### src/rtl/rotate_left_if.sv
// Handshake bundle for rotate_left_seq: start/operands in, ready/done_tick/result out.
interface rotate_left_if #(
  parameter int DATA_W = 8,
  parameter int AMT_W  = 3
);
  logic              start;
  logic [DATA_W-1:0] a;
  logic [AMT_W-1:0]  amt;
  logic              ready;
  logic              done_tick;
  logic [DATA_W-1:0] y;

  modport master (
    output start, a, amt,
    input  ready, done_tick, y
  );

  modport slave (
    input  start, a, amt,
    output ready, done_tick, y
  );
endinterface

### src/rtl/rotate_left_seq.sv
// Multi-cycle left rotator (IDLE/SHIFT/DONE) with a start/ready/done_tick handshake.
// Define ROT_LEFT_LOGSTEP_EN for fixed AMT_W-cycle log-step rotation instead of one bit per cycle.
module rotate_left_seq #(
  parameter int DATA_W = 8,
  parameter int AMT_W  = 3
) (
  input  logic          clk,
  input  logic          reset,
  rotate_left_if.slave  bus
);

  typedef enum logic [1:0] {
    S_IDLE  = 2'd0,
    S_SHIFT = 2'd1,
    S_DONE  = 2'd2
  } state_t;

  state_t            r_state;
  logic              r_ready;
  logic              r_done;
  logic [DATA_W-1:0] r_y;
  logic [DATA_W-1:0] r_data;
  logic [AMT_W-1:0]  r_count;

  function automatic logic [DATA_W-1:0] rotl(input logic [DATA_W-1:0] d,
                                             input logic [AMT_W-1:0]  n);
    logic [2*DATA_W-1:0] dd;
    dd = {d, d} << n;
    return dd[2*DATA_W-1:DATA_W];
  endfunction

`ifdef ROT_LEFT_LOGSTEP_EN
  logic [AMT_W-1:0]  r_stage;
  logic [DATA_W-1:0] w_step;

  // Stage i contributes a rotation of 2**i when bit i of the captured amount is set.
  assign w_step = r_count[r_stage] ? rotl(r_data, AMT_W'(1) << r_stage) : r_data;

  always_ff @(posedge clk or posedge reset) begin
    if (reset) begin
      r_state <= S_IDLE;
      r_ready <= 1'b1;
      r_done  <= 1'b0;
      r_y     <= '0;
      r_data  <= '0;
      r_count <= '0;
      r_stage <= '0;
    end else begin
      case (r_state)
        S_IDLE: begin
          r_done <= 1'b0;
          if (bus.start) begin
            r_data  <= bus.a;
            r_count <= bus.amt;
            r_stage <= '0;
            r_ready <= 1'b0;
            r_state <= S_SHIFT;
          end
        end
        S_SHIFT: begin
          r_data  <= w_step;
          r_stage <= r_stage + 1'b1;
          if (r_stage == AMT_W'(AMT_W-1)) begin
            r_y     <= w_step;
            r_done  <= 1'b1;
            r_state <= S_DONE;
          end
        end
        S_DONE: begin
          r_done  <= 1'b0;
          r_ready <= 1'b1;
          r_state <= S_IDLE;
        end
        default: begin
          r_done  <= 1'b0;
          r_ready <= 1'b1;
          r_state <= S_IDLE;
        end
      endcase
    end
  end
`else
  logic [DATA_W-1:0] w_rot1;

  assign w_rot1 = rotl(r_data, AMT_W'(1));

  always_ff @(posedge clk or posedge reset) begin
    if (reset) begin
      r_state <= S_IDLE;
      r_ready <= 1'b1;
      r_done  <= 1'b0;
      r_y     <= '0;
      r_data  <= '0;
      r_count <= '0;
    end else begin
      case (r_state)
        S_IDLE: begin
          r_done <= 1'b0;
          if (bus.start) begin
            r_data  <= bus.a;
            r_count <= bus.amt;
            r_ready <= 1'b0;
            // A zero amount skips SHIFT entirely; the operand is already the result.
            if (bus.amt == '0) begin
              r_y     <= bus.a;
              r_done  <= 1'b1;
              r_state <= S_DONE;
            end else begin
              r_state <= S_SHIFT;
            end
          end
        end
        S_SHIFT: begin
          r_data  <= w_rot1;
          r_count <= r_count - 1'b1;
          if (r_count == AMT_W'(1)) begin
            r_y     <= w_rot1;
            r_done  <= 1'b1;
            r_state <= S_DONE;
          end
        end
        S_DONE: begin
          r_done  <= 1'b0;
          r_ready <= 1'b1;
          r_state <= S_IDLE;
        end
        default: begin
          r_done  <= 1'b0;
          r_ready <= 1'b1;
          r_state <= S_IDLE;
        end
      endcase
    end
  end
`endif

  assign bus.ready     = r_ready;
  assign bus.done_tick = r_done;
  assign bus.y         = r_y;

endmodule

### src/flat_wrapper.sv
// flat-port wrapper written by rule: the top's interface ports become plain ports
module rotate_left_seq_flat 
#(
  parameter int DATA_W = 8,
  parameter int AMT_W  = 3
)
  (clk, reset, bus_start, bus_a, bus_amt, bus_ready, bus_done_tick, bus_y);
  rotate_left_if #(.DATA_W(DATA_W), .AMT_W(AMT_W)) bus_i ();
  input  logic clk;
  input  logic reset;
  input wire logic [$bits(bus_i.start)-1:0] bus_start;
  input wire logic [$bits(bus_i.a)-1:0] bus_a;
  input wire logic [$bits(bus_i.amt)-1:0] bus_amt;
  output wire logic [$bits(bus_i.ready)-1:0] bus_ready;
  output wire logic [$bits(bus_i.done_tick)-1:0] bus_done_tick;
  output wire logic [$bits(bus_i.y)-1:0] bus_y;
  assign bus_i.start = bus_start;
  assign bus_i.a = bus_a;
  assign bus_i.amt = bus_amt;
  assign bus_ready = bus_i.ready;
  assign bus_done_tick = bus_i.done_tick;
  assign bus_y = bus_i.y;
  rotate_left_seq #(.DATA_W(DATA_W), .AMT_W(AMT_W)) u_core (.clk(clk), .reset(reset), .bus(bus_i));
endmodule
### config.mk
export PLATFORM = sky130hd
export DESIGN_NAME = rotate_left_seq_flat
export DESIGN_NICKNAME = d
export VERILOG_FILES = /design/src/rtl/rotate_left_if.sv /design/src/rtl/rotate_left_seq.sv /design/src/flat_wrapper.sv
export SDC_FILE = /design/constraint.sdc
export NUM_CORES = 1
export LEC_CHECK = 0
export ABC_AREA = 0
export ABC_CLOCK_PERIOD_IN_PS = 2200
export BUFFER_PORTS_ARGS = -buffer_cell sky130_fd_sc_hd__buf_2
export CELL_PAD_IN_SITES_DETAIL_PLACEMENT = 0
export CELL_PAD_IN_SITES_GLOBAL_PLACEMENT = 1
export CORE_ASPECT_RATIO = 1.1
export CORE_MARGIN = 8
export CORE_UTILIZATION = 41
export CTS_CLUSTER_DIAMETER = 150
export DETAILED_ROUTE_END_ITERATION = 10
export PLACE_DENSITY = 0.8
export SYNTH_ARGS = -nofsm -noshare
export SYNTH_HDL_FRONTEND = slang
export SYNTH_SLANG_ARGS = --single-unit
### constraint.sdc
create_clock -name clk -period 2.2 [get_ports clk]
set_clock_uncertainty 0.2 [all_clocks]
set_input_delay 0.22 -clock clk [delete_from_list [all_inputs] [get_ports clk]]
set_output_delay 0.22 -clock clk [all_outputs]
set_load 0.1 [all_outputs]
## After elaboration in Yosys (flattened, before gate mapping)

Index checks and enable logic that the tools add are counted.

| storage, ports and cells | value |
|---|---|
| register bits after elaboration | 23 |
| input port bits | 14 |
| output and inout port bits | 10 |
| logic and storage cells | 38 |

| operators by class | value |
|---|---|
| $add $sub $neg | 1 |
| eq/ne operators | 5 |
| muxes and demuxes | 18 |
| bitwise logic cells | 1 |
| reductions and logical operators | 7 |

Operators with widths:

| kind | number |
|---|---|
| $mux 8 | 4 |
| $pmux 8 s2 | 2 |
| $mux 2 | 3 |
| $pmux 3 s2 | 1 |
| $reduce_and 2->1 | 3 |
| $mux 1 | 4 |
| $ne 2x1->1 const B | 2 |
| $pmux 1 s2 | 2 |
| $pmux 2 s2 | 1 |
| $reduce_and 4->1 | 1 |
| $eq 3x1->1 const B | 1 |
| $logic_not 3->1 | 1 |
| $mux 3 | 1 |
| $sub 3x1->3 const B | 1 |
| $eq 2x1->1 const B | 1 |
| $logic_not 2->1 | 1 |
| $ne 2x2->1 const B | 1 |
| $reduce_bool 2->1 | 1 |
| $not 1->1 | 1 |

## Depth between registers and ports, before layout

Gate-level depths: netlist (run 1).

| logic depth | value |
|---|---|
| word-level depth | 4 |
| gate-level depth with buffers | 6 |
| mapped depth without buffers | 5 |

## Least setup slack after synthesis (run 1)

No wires, ideal clock.

| timing path | value |
|---|---|
| path kind | in2reg |
| start | input port bus_amt[1] |
| end | register u_core.r_y[0] (netlist: u_core.bus.y[0]) |
| setup time | 0.125 ns |
| data arrival time | 1.387 ns |
| data required time | 1.875 ns |
| setup slack | 0.488 ns |
| stages on the path | 3 |
| buffers on the path | 0 |
| cell sequence | or3_4 > o32ai_4 > mux2_2 |

| between the ends | value |
|---|---|
| cells in the longest elaborated chain, start to end | 3 |

RTL lines:

| item | line | RTL |
|---|---|---|
| start: declaration | flat_wrapper.sv:13 | `input wire logic [$bits(bus_i.amt)-1:0] bus_amt;` |
| $logic_not 3->1 | rotate_left_seq.sv:104 | `if (bus.amt == '0) begin` |
| $ne 2x1->1 (no source line) | n/a |  |
| $reduce_and 4->1 (no source line) | n/a |  |
| end signal: assignment | rotate_left_seq.sv:105 | `r_y <= bus.a;` |
| end signal: assignment | rotate_left_seq.sv:117 | `r_y <= w_rot1;` |
| end: declaration | rotate_left_seq.sv:21 | `logic [DATA_W-1:0] r_y;` |

Every way passes these cells.
A chain may end at the register's enable or synchronous reset.

## Worst setup path in the final report (run 1)

| timing path | value |
|---|---|
| start | register u_core.r_state[1] |
| end | register u_core.r_y[4] (netlist: u_core.bus.y[4]) |

| between the ends | value |
|---|---|
| cells in the longest elaborated chain, start to end | 3 |
| elaborated cells on any way between the ends | 8 |
| those cells by class | eq/ne (4); mux (1); reduce/logical (3) |

RTL lines:

| item | line | RTL |
|---|---|---|
| start: declaration | rotate_left_seq.sv:18 | `state_t r_state;` |
| start signal: assignment | rotate_left_seq.sv:89 | `r_state <= S_IDLE;` |
| start signal: assignment | rotate_left_seq.sv:107 | `r_state <= S_DONE;` |
| start signal: assignment | rotate_left_seq.sv:109 | `r_state <= S_SHIFT;` |
| $eq 2x1->1 / $logic_not 2->1 (equally long branches) | rotate_left_seq.sv:96 | `case (r_state)` |
| $ne 2x1->1 (no source line), or another cell as far along | n/a |  |
| $reduce_and 4->1 (no source line) | n/a |  |

Parallel ways exist; a longest one is shown, timed or not.

==> results by group, run 1 <==
Detailed routing
  – DRC Markers: 0
  – Via-to-Cell Ratio: roughly 5.6
  – 1st-pass router iterations: 4
  – Antenna Nets Post-Route: 0
  – Final wirelength: ~2700 um
  – 1st-iter DRT viols: 26
  – WL/cell: 16.44 um
  – Vias post-DR: approximately 940

Worst setup path
  – Worst Reg-to-Reg Cells: 3
  – FF-to-FF End: u_core.bus.y[4]
  – Slowest library cell on the worst path: o32ai_4
  – Crit end category: register
  – CP arrival: between 1500 and 2000 ps
  – Worst path required time: ~2200 ps
  – Startpoint types: register
  – CP max stage delay: approximately 450 ps
  – CP Cell Sequence: or2b_1 -> o32ai_4 -> mux2_2
  – FF-to-FF setup slack: between 300 and 400 ps
  – RR Startpoint: u_core.r_state[1]
  – Critical Path Fanout Max: 9
  – Setup CP Type: register to register

Global routing
  – Initial antenna violation count: 0
  – Total Routing Usage GR: approximately 12%
  – Number of global-route vias before repair: about 990
  – Largest net degree at the start of global routing: 24
  – Total gr overflow: 0
  – First-pass GRT wire length: about 4600 um

Logic synthesis
  – Post-Syn Area: between 1000 and 1500 um^2
  – Seq cells post-synth: 23
  – Post-Synthesis Cells: around 110
  – Synth unique cells: 25
  – Avg Inst Size Synth: 11.11 um^2
  – Syn nets: between 100 and 150
  – Synth warn: 0
  – Sequential area share after synthesis: between 40 and 50%

Clock network
  – Count of hold-fix buffers inserted at cts: 1
  – CTS buffer count: 3
  – Worst skew pair latency: between 300 and 400 ps
  – Htree depth: 1
  – CTS resizes: 0
  – Setup bufs post-CTS: 0
  – Clock root buffer: clkbuf_4
  – Worst-path clk slew: 130 ps
  – CTS tree: built
  – Clock tree buffer depth: 2
  – Clk sinks: 23

Cells and area
  – Storage cell area: around 580 um^2
  – Layout cell share with drive strength beyond 1: between 30% and 40%
  – Commonest cells after routing, fill and taps aside: buf_2, dfrtp_1, o22ai_1
  – Most common cell after layout, fill and taps aside: buf_2
  – N_diodes: 0
  – FILL cells: approximately 260
  – Multi-input gate area: approximately 540 um^2
  – Nets: 150
  – Area Overhead vs Synth: 18.67%

Timing
  – Fmax achieved: 547.2 MHz
  – Final period util: 83.07%
  – Setup tns final: 0 ps
  – Slew headroom: about 67%
  – RSZ-0062 raised after global routing: no
  – Least-Margin Pin Slew: approximately 500 ps
  – Final setup fails: 0
  – Fin. max-slew vios: 0
  – Final Critical Period: roughly 1800 ps
  – Hold violation count in the final report: 0

Floorplanning
  – Die Ht: between 70 and 80 um
  – Core area: 2728 um^2
  – Die Span X: between 60 and 70 um
  – Placement Rows: 20
  – Boundary Pins: 24
  – Initial Utilization: 42.75%
  – Die Area: about 4800 um^2

Worst hold path
  – HP Class: input port to register
  – Hold EP: u_core.r_data[5]
  – Worst hold stages: 3
  – Hold_sp: bus_a[5]

Place
  – Hpwl dp: 1959 um
  – Final Wtd Congestion: ~0.80
  – Port bufs: 23

Run status
  – Outcome: finished clean

Flow run
  – Max Cap Viol: 0
cells by family (layout without fill, tap and decap cells):
group	Yosys count	in the layout	share of synthesized area, %
AND/OR/NAND/NOR	13	13	6.759
adder cells (fa/ha/maj)	2	2	2.146
AO/OA/AOI/OAI	38	38	21.78
buffers and inverters	13	41	4.399
multiplexers	16	16	15.45
flip-flops	23	23	49.46
final cells by class:
class / instances / area share (%)
repair buffers: 31 / 12.84
flip-flops and latches: 23 / 41.68
clock inverters: 1 / 0.3617
inverters: 6 / 1.627
clock buffers: 3 / 1.627
multi-input cells: 69 / 38.88
well taps: 33 / 2.984
stage by stage:
stage | hold WS (ps) | instances | instance area (um^2) | worst slack, ps | util (%)
after global placement | 74.58 | 161 | 1346 | 241.8 | 49.36
after floorplan | 21.18 | 105 | 1166 | 487.6 | -
final | 6.482 | 166 | 1384 | 372.5 | 50.73
after global routing | 6.385 | 166 | 1384 | 251.5 | 50.73
after detailed placement | 80.08 | 161 | 1346 | 208.4 | 49.36
after CTS | 0.9187 | 166 | 1384 | 338.1 | 50.73
routing by layer:
| metal | share of wire, % | track usage [%] | vias to the layer above |
|---|---|---|---|
| met1 | 45 | 15.82 | 455 |
| li1 | - | - | 448 |
| met4 | 1.5 | 5.814 | 0 |
| met5 | 0 | 0 | - |
| met3 | 6.3 | 3.544 | 5 |
| met2 | 47 | 18.19 | 29 |
synth_stat cells:
library cell	count	area share [%]
o32ai_4	1	2.4
o22ai_1	17	9.1
o221ai_1	1	0.75
inv_1	6	1.9
o211ai_1	1	0.64
a21oi_1	13	5.6
nand3_1	1	0.43
ha_1	2	2.1
or3_4	1	0.97
buf_2	2	0.86
nor2b_1	3	1.6
nand2b_1	2	1.1
a311oi_1	1	0.75
nor3_1	1	0.43
dfrtp_1	22	47
a2bb2oi_1	2	1.5
mux2_2	16	15
dfstp_2	1	2.3
or2b_1	1	0.64
nand2_1	2	0.64
o21ai_0	1	0.43
nand3b_1	1	0.64
nor2_1	1	0.32
clkbuf_1	5	1.6
a21o_1	1	0.64
worst max-delay path: cells and delay by family (launching register included):
kind             cells  cell delay (ps)
multiplexers         1              400
flip-flops           1              400
AO/OA/AOI/OAI        1              450
AND/OR/NAND/NOR      1              270
how the worst max path moves through the flow:
stage | cells past startpoint | startpoint | end | slack (ps)
after global routing | 3 | u_core.r_state[1] | u_core.bus.y[4] | 250
after detailed placement | 4 | bus_amt[1] | u_core.bus.y[4] | 210
after CTS | 3 | u_core.r_state[1] | u_core.bus.y[4] | 340
after floorplan | 3 | bus_amt[1] | u_core.bus.y[0] | 490
final | 3 | u_core.r_state[1] | u_core.bus.y[4] | 370
after global placement | 4 | bus_amt[1] | u_core.bus.y[3] | 240
sequential cells by signal (all words and copies together) (netlist names):
name and flops:
u_core.bus.done_tick 1, u_core.r_count 3, u_core.bus.ready 1, u_core.bus.y 8
u_core.r_data 8, u_core.r_state 2
Power of run 1 is left out: the tool's default activity adds up to more than one toggle a clock period on the data nets, which glitch-free logic cannot reach.
==> inputs of run 2 (changes only) <==
- ABC_AREA: 0 -> 1
- ABC_CLOCK_PERIOD_IN_PS: 2200 -> 1500
- CORE_UTILIZATION: 41 -> 34
- PLACE_DENSITY: 0.8 -> 0.75
- clock period: 2.2 -> 1.5 ns (I/O delays scaled with it)
==> run 2 against run 1 <==
Against the previous run:
- first-iteration DRC count decreased by 46%
- global-route usage decreased by 1.8 points
- setup slack got worse by 330 ps
- wire length decreased by 3.3%
- synthesized cell count increased by 31%
- design area increased by 13%
- critical path type is now register to output port
- largest cell class unchanged
==> results by group, run 2 <==
Run status
  – Outcome: finished clean (unchanged)

Detailed routing
  – Vias post-DR: 1018 (was 937)
  – Final wirelength: 2640 um (was 2729 um)
  – DRC Markers: 0 (unchanged)
  – Via-to-Cell Ratio: 4.691 (was 5.645)
  – 1st-iter DRT viols: 14 (was 26)
  – WL/cell: 12.17 um (was 16.44 um)
  – 1st-pass router iterations: 4 (unchanged)
  – Antenna Nets Post-Route: 0 (unchanged)

Place
  – Hpwl dp: 1961 um (was 1959 um)
  – Final Wtd Congestion: 0.7018 (was 0.7988)
  – Port bufs: 23 (unchanged)
  – Dpl ws: 26.85 ps (was 208.4 ps)

Floorplanning
  – Die Span X: 70.57 um (was 66.85 um)
  – Die Area: 5365 um^2 (was 4809 um^2)
  – Die Ht: 76.03 um (was 71.94 um)
  – Boundary Pins: 24 (unchanged)
  – Core area: 3248 um^2 (was 2728 um^2)
  – Placement Rows: 22 (was 20)
  – Initial Utilization: 34.28% (was 42.75%)

Worst setup path
  – Slowest library cell on the worst path: buf_2 (was o32ai_4)
  – Largest delay share family, worst path: buffers and inverters (was compound AO/OA/AOI/OAI gates)
  – Startpoint types: register (unchanged)
  – CP Cell Sequence: buf_2 (was or2b_1 -> o32ai_4 -> mux2_2)
  – Critical Path Fanout Max: 2 (was 9)
  – CP arrival: 1100 ps (was 1850 ps)
  – Worst Path Buf+Inv: 1 (was 0)
  – Worst path required time: 1150 ps (was 2220 ps)
  – Setup CP Type: register to output port (was register to register)
  – Crit end category: output port (was register)
  – CP max stage delay: 430 ps (was 450 ps)

Cells and area
  – Area Overhead vs Synth: 40.00% (was 18.67%)
  – Layout cell share with drive strength beyond 1: 28.73% (was 39.85%)
  – Nets: 198 (was 150)
  – Commonest cells after routing, fill and taps aside: nand2_1, dfrtp_1, buf_2 (was buf_2, dfrtp_1, o22ai_1)
  – N_diodes: 0 (unchanged)
  – Most common cell after layout, fill and taps aside: nand2_1 (was buf_2)

Clock network
  – Clock root buffer: clkbuf_4 (unchanged)
  – Worst skew pair latency: 310 ps (was 320 ps)
  – Worst-path clk slew: 130 ps (about the same)
  – Clk sinks: 23 (unchanged)
  – Clock tree buffer depth: 2 (unchanged)
  – CTS tree: built (unchanged)
  – CTS buffer count: 3 (unchanged)
  – Htree depth: 1 (unchanged)

Timing
  – Slew headroom: 67.73% (was 66.96%)
  – RSZ-0062 raised after global routing: yes (was no)
  – Fmax achieved: between 600 and 700 MHz
  – Post-route setup slack: 46.47 ps (was 372.5 ps)
  – Fin. max-slew vios: 0 (unchanged)
  – Setup tns final: 0 ps (unchanged)
  – Least-Margin Pin Slew: 487.4 ps (was 495.6 ps)
  – Hold violation count in the final report: 0 (unchanged)
  – Final period util: 96.90%
  – Final Critical Period: between 1000 and 1500 ps
  – Final setup fails: 0 (unchanged)

Logic synthesis
  – Main synth FF type: dfrtp_1 (unchanged)
  – Most common cell in the netlist: nand2_1 (was dfrtp_1)
  – Synth top cells by count: nand2_1, dfrtp_1, nor2_1 (was dfrtp_1, o22ai_1, mux2_2)
  – Largest cells by area after synthesis: dfrtp_1, nand2_1, nor2_1 (was dfrtp_1, mux2_2, o22ai_1)
  – Synth unique cells: 18 (was 25)
  – Synth warn: 0 (unchanged)
  – Synth async-reset ratio: 100.0% (unchanged)
  – Seq cells post-synth: 23 (unchanged)
  – Sequential area share after synthesis: 51.80% (was 49.46%)
  – Number of flops mapped to enable cells by yosys: 0 (unchanged)
  – Syn nets: 154 (was 121)
  – Avg Inst Size Synth: 8.069 um^2 (was 11.11 um^2)
  – Post-Synthesis Cells: 138 (was 105)
  – Area leader, netlist: dfrtp_1 (unchanged)
  – Post-Syn Area: 1114 um^2 (was 1166 um^2)
  – Share of the synthesized area in the top cell type: 49.44% (was 47.21%)

Global routing
  – Initial antenna violation count: 0 (unchanged)
  – Total gr overflow: 0 (unchanged)
  – Largest net degree at the start of global routing: 24 (unchanged)
  – Number of global-route vias before repair: 1092 (was 994)
  – Total Routing Usage GR: 10.48% (was 12.25%)
  – First-pass GRT wire length: 4712 um (was 4623 um)

Flow run
  – Max Cap Viol: 0 (unchanged)

Worst hold path
  – HP Class: input port to asynchronous set/reset pin (was input port to register)
==> run 2: cell count changes after synthesis, moves of 3 or more <==
cell,before,now
nand2_1,2,55
mux2_2,16,0
o22ai_1,17,1
nor2_1,1,16
a21oi_1,13,0
a31oi_1,0,8
nand3_1,1,8
clkbuf_1,5,0
o21ai_0,1,5
inv_1,6,9
nor2b_1,3,0
==> run 2: per-stage QoR <==
stage / area [um^2] / hold WS, ps / utilization (%) / std cells
floorplan: 1114 / -48.82 / - / 138
global placement: 1324 / 9.382 / 40.76 / 199
detailed placement: 1324 / 30.09 / 40.76 / 199
CTS: 1486 / -80.27 / 45.76 / 215
global route: 1559 / 254.7 / 48.00 / 217
finish: 1559 / 210.9 / 48.00 / 217
==> run 2: cell families after synthesis <==
group	synth area share, %
and+or+nand+nor	31.35
DFF	51.80
AOI/OAI and AO/OA	7.304
buffers and inverters	6.516
adders and majority gates	2.247
xor gates and xnor gates	0.7867
==> run 2: worst register-to-register path, delay by kind of cell (launching register included) <==
family	cells	cell delay, ps
buffers and inverters	2	120
flip-flops	1	400
adder cells (fa/ha/maj)	1	140
AND/OR/NAND/NOR	5	530
==> run 2: path summary, 6_finish.rpt <==
kind	start	endpoint	slack (ps)	depth (start not counted)
hold / removal	reset	u_core.r_count[2]	210	4
setup reg to reg	u_core.r_count[1]	u_core.bus.y[6]	80	8
setup / recovery	u_core.bus.y[3]	bus_y[3]	50	1
min in group clk	u_core.bus.y[2]	u_core.bus.y[2]	280	2
hold reg to reg	u_core.bus.y[2]	u_core.bus.y[2]	280	2
max in group asynchronous	reset	u_core.bus.ready	610	4
==> run 2: timing repair <==
item | CTS | global route
pin swaps | 10 | 8
setup buffers | 0 | 1
gates resized for setup | 4 | 18
hold buffers | 12 | 1
endpoints found under the hold margin | 38 | 1
setup endpoints to repair | 3 | 21
==> run 2: final cells by class <==
type	count	area [um^2]
fillers	339	1689
inverters	10	37.54
multi-input cells	101	519.2
repair buffers	43	350.3
flip-flops and latches	23	579.3
clock inverters	1	5.005
clock buffers	3	22.52
well taps	36	45.04
==> run 2: routing by layer <==
layer / routed length [um] / part of all wire, % / vias up / GRT usage, %
met5: 0 / 0 / - / 0
met1: 1212 / 46 / 475 / 12.28
met3: 68 / 2.6 / 4 / 1.842
met2: 1332 / 50 / 18 / 18.68
li1: - / - / 521 / -
met4: 27 / 1.0 / 0 / 3.125
Power of run 2 is left out for the same reason.
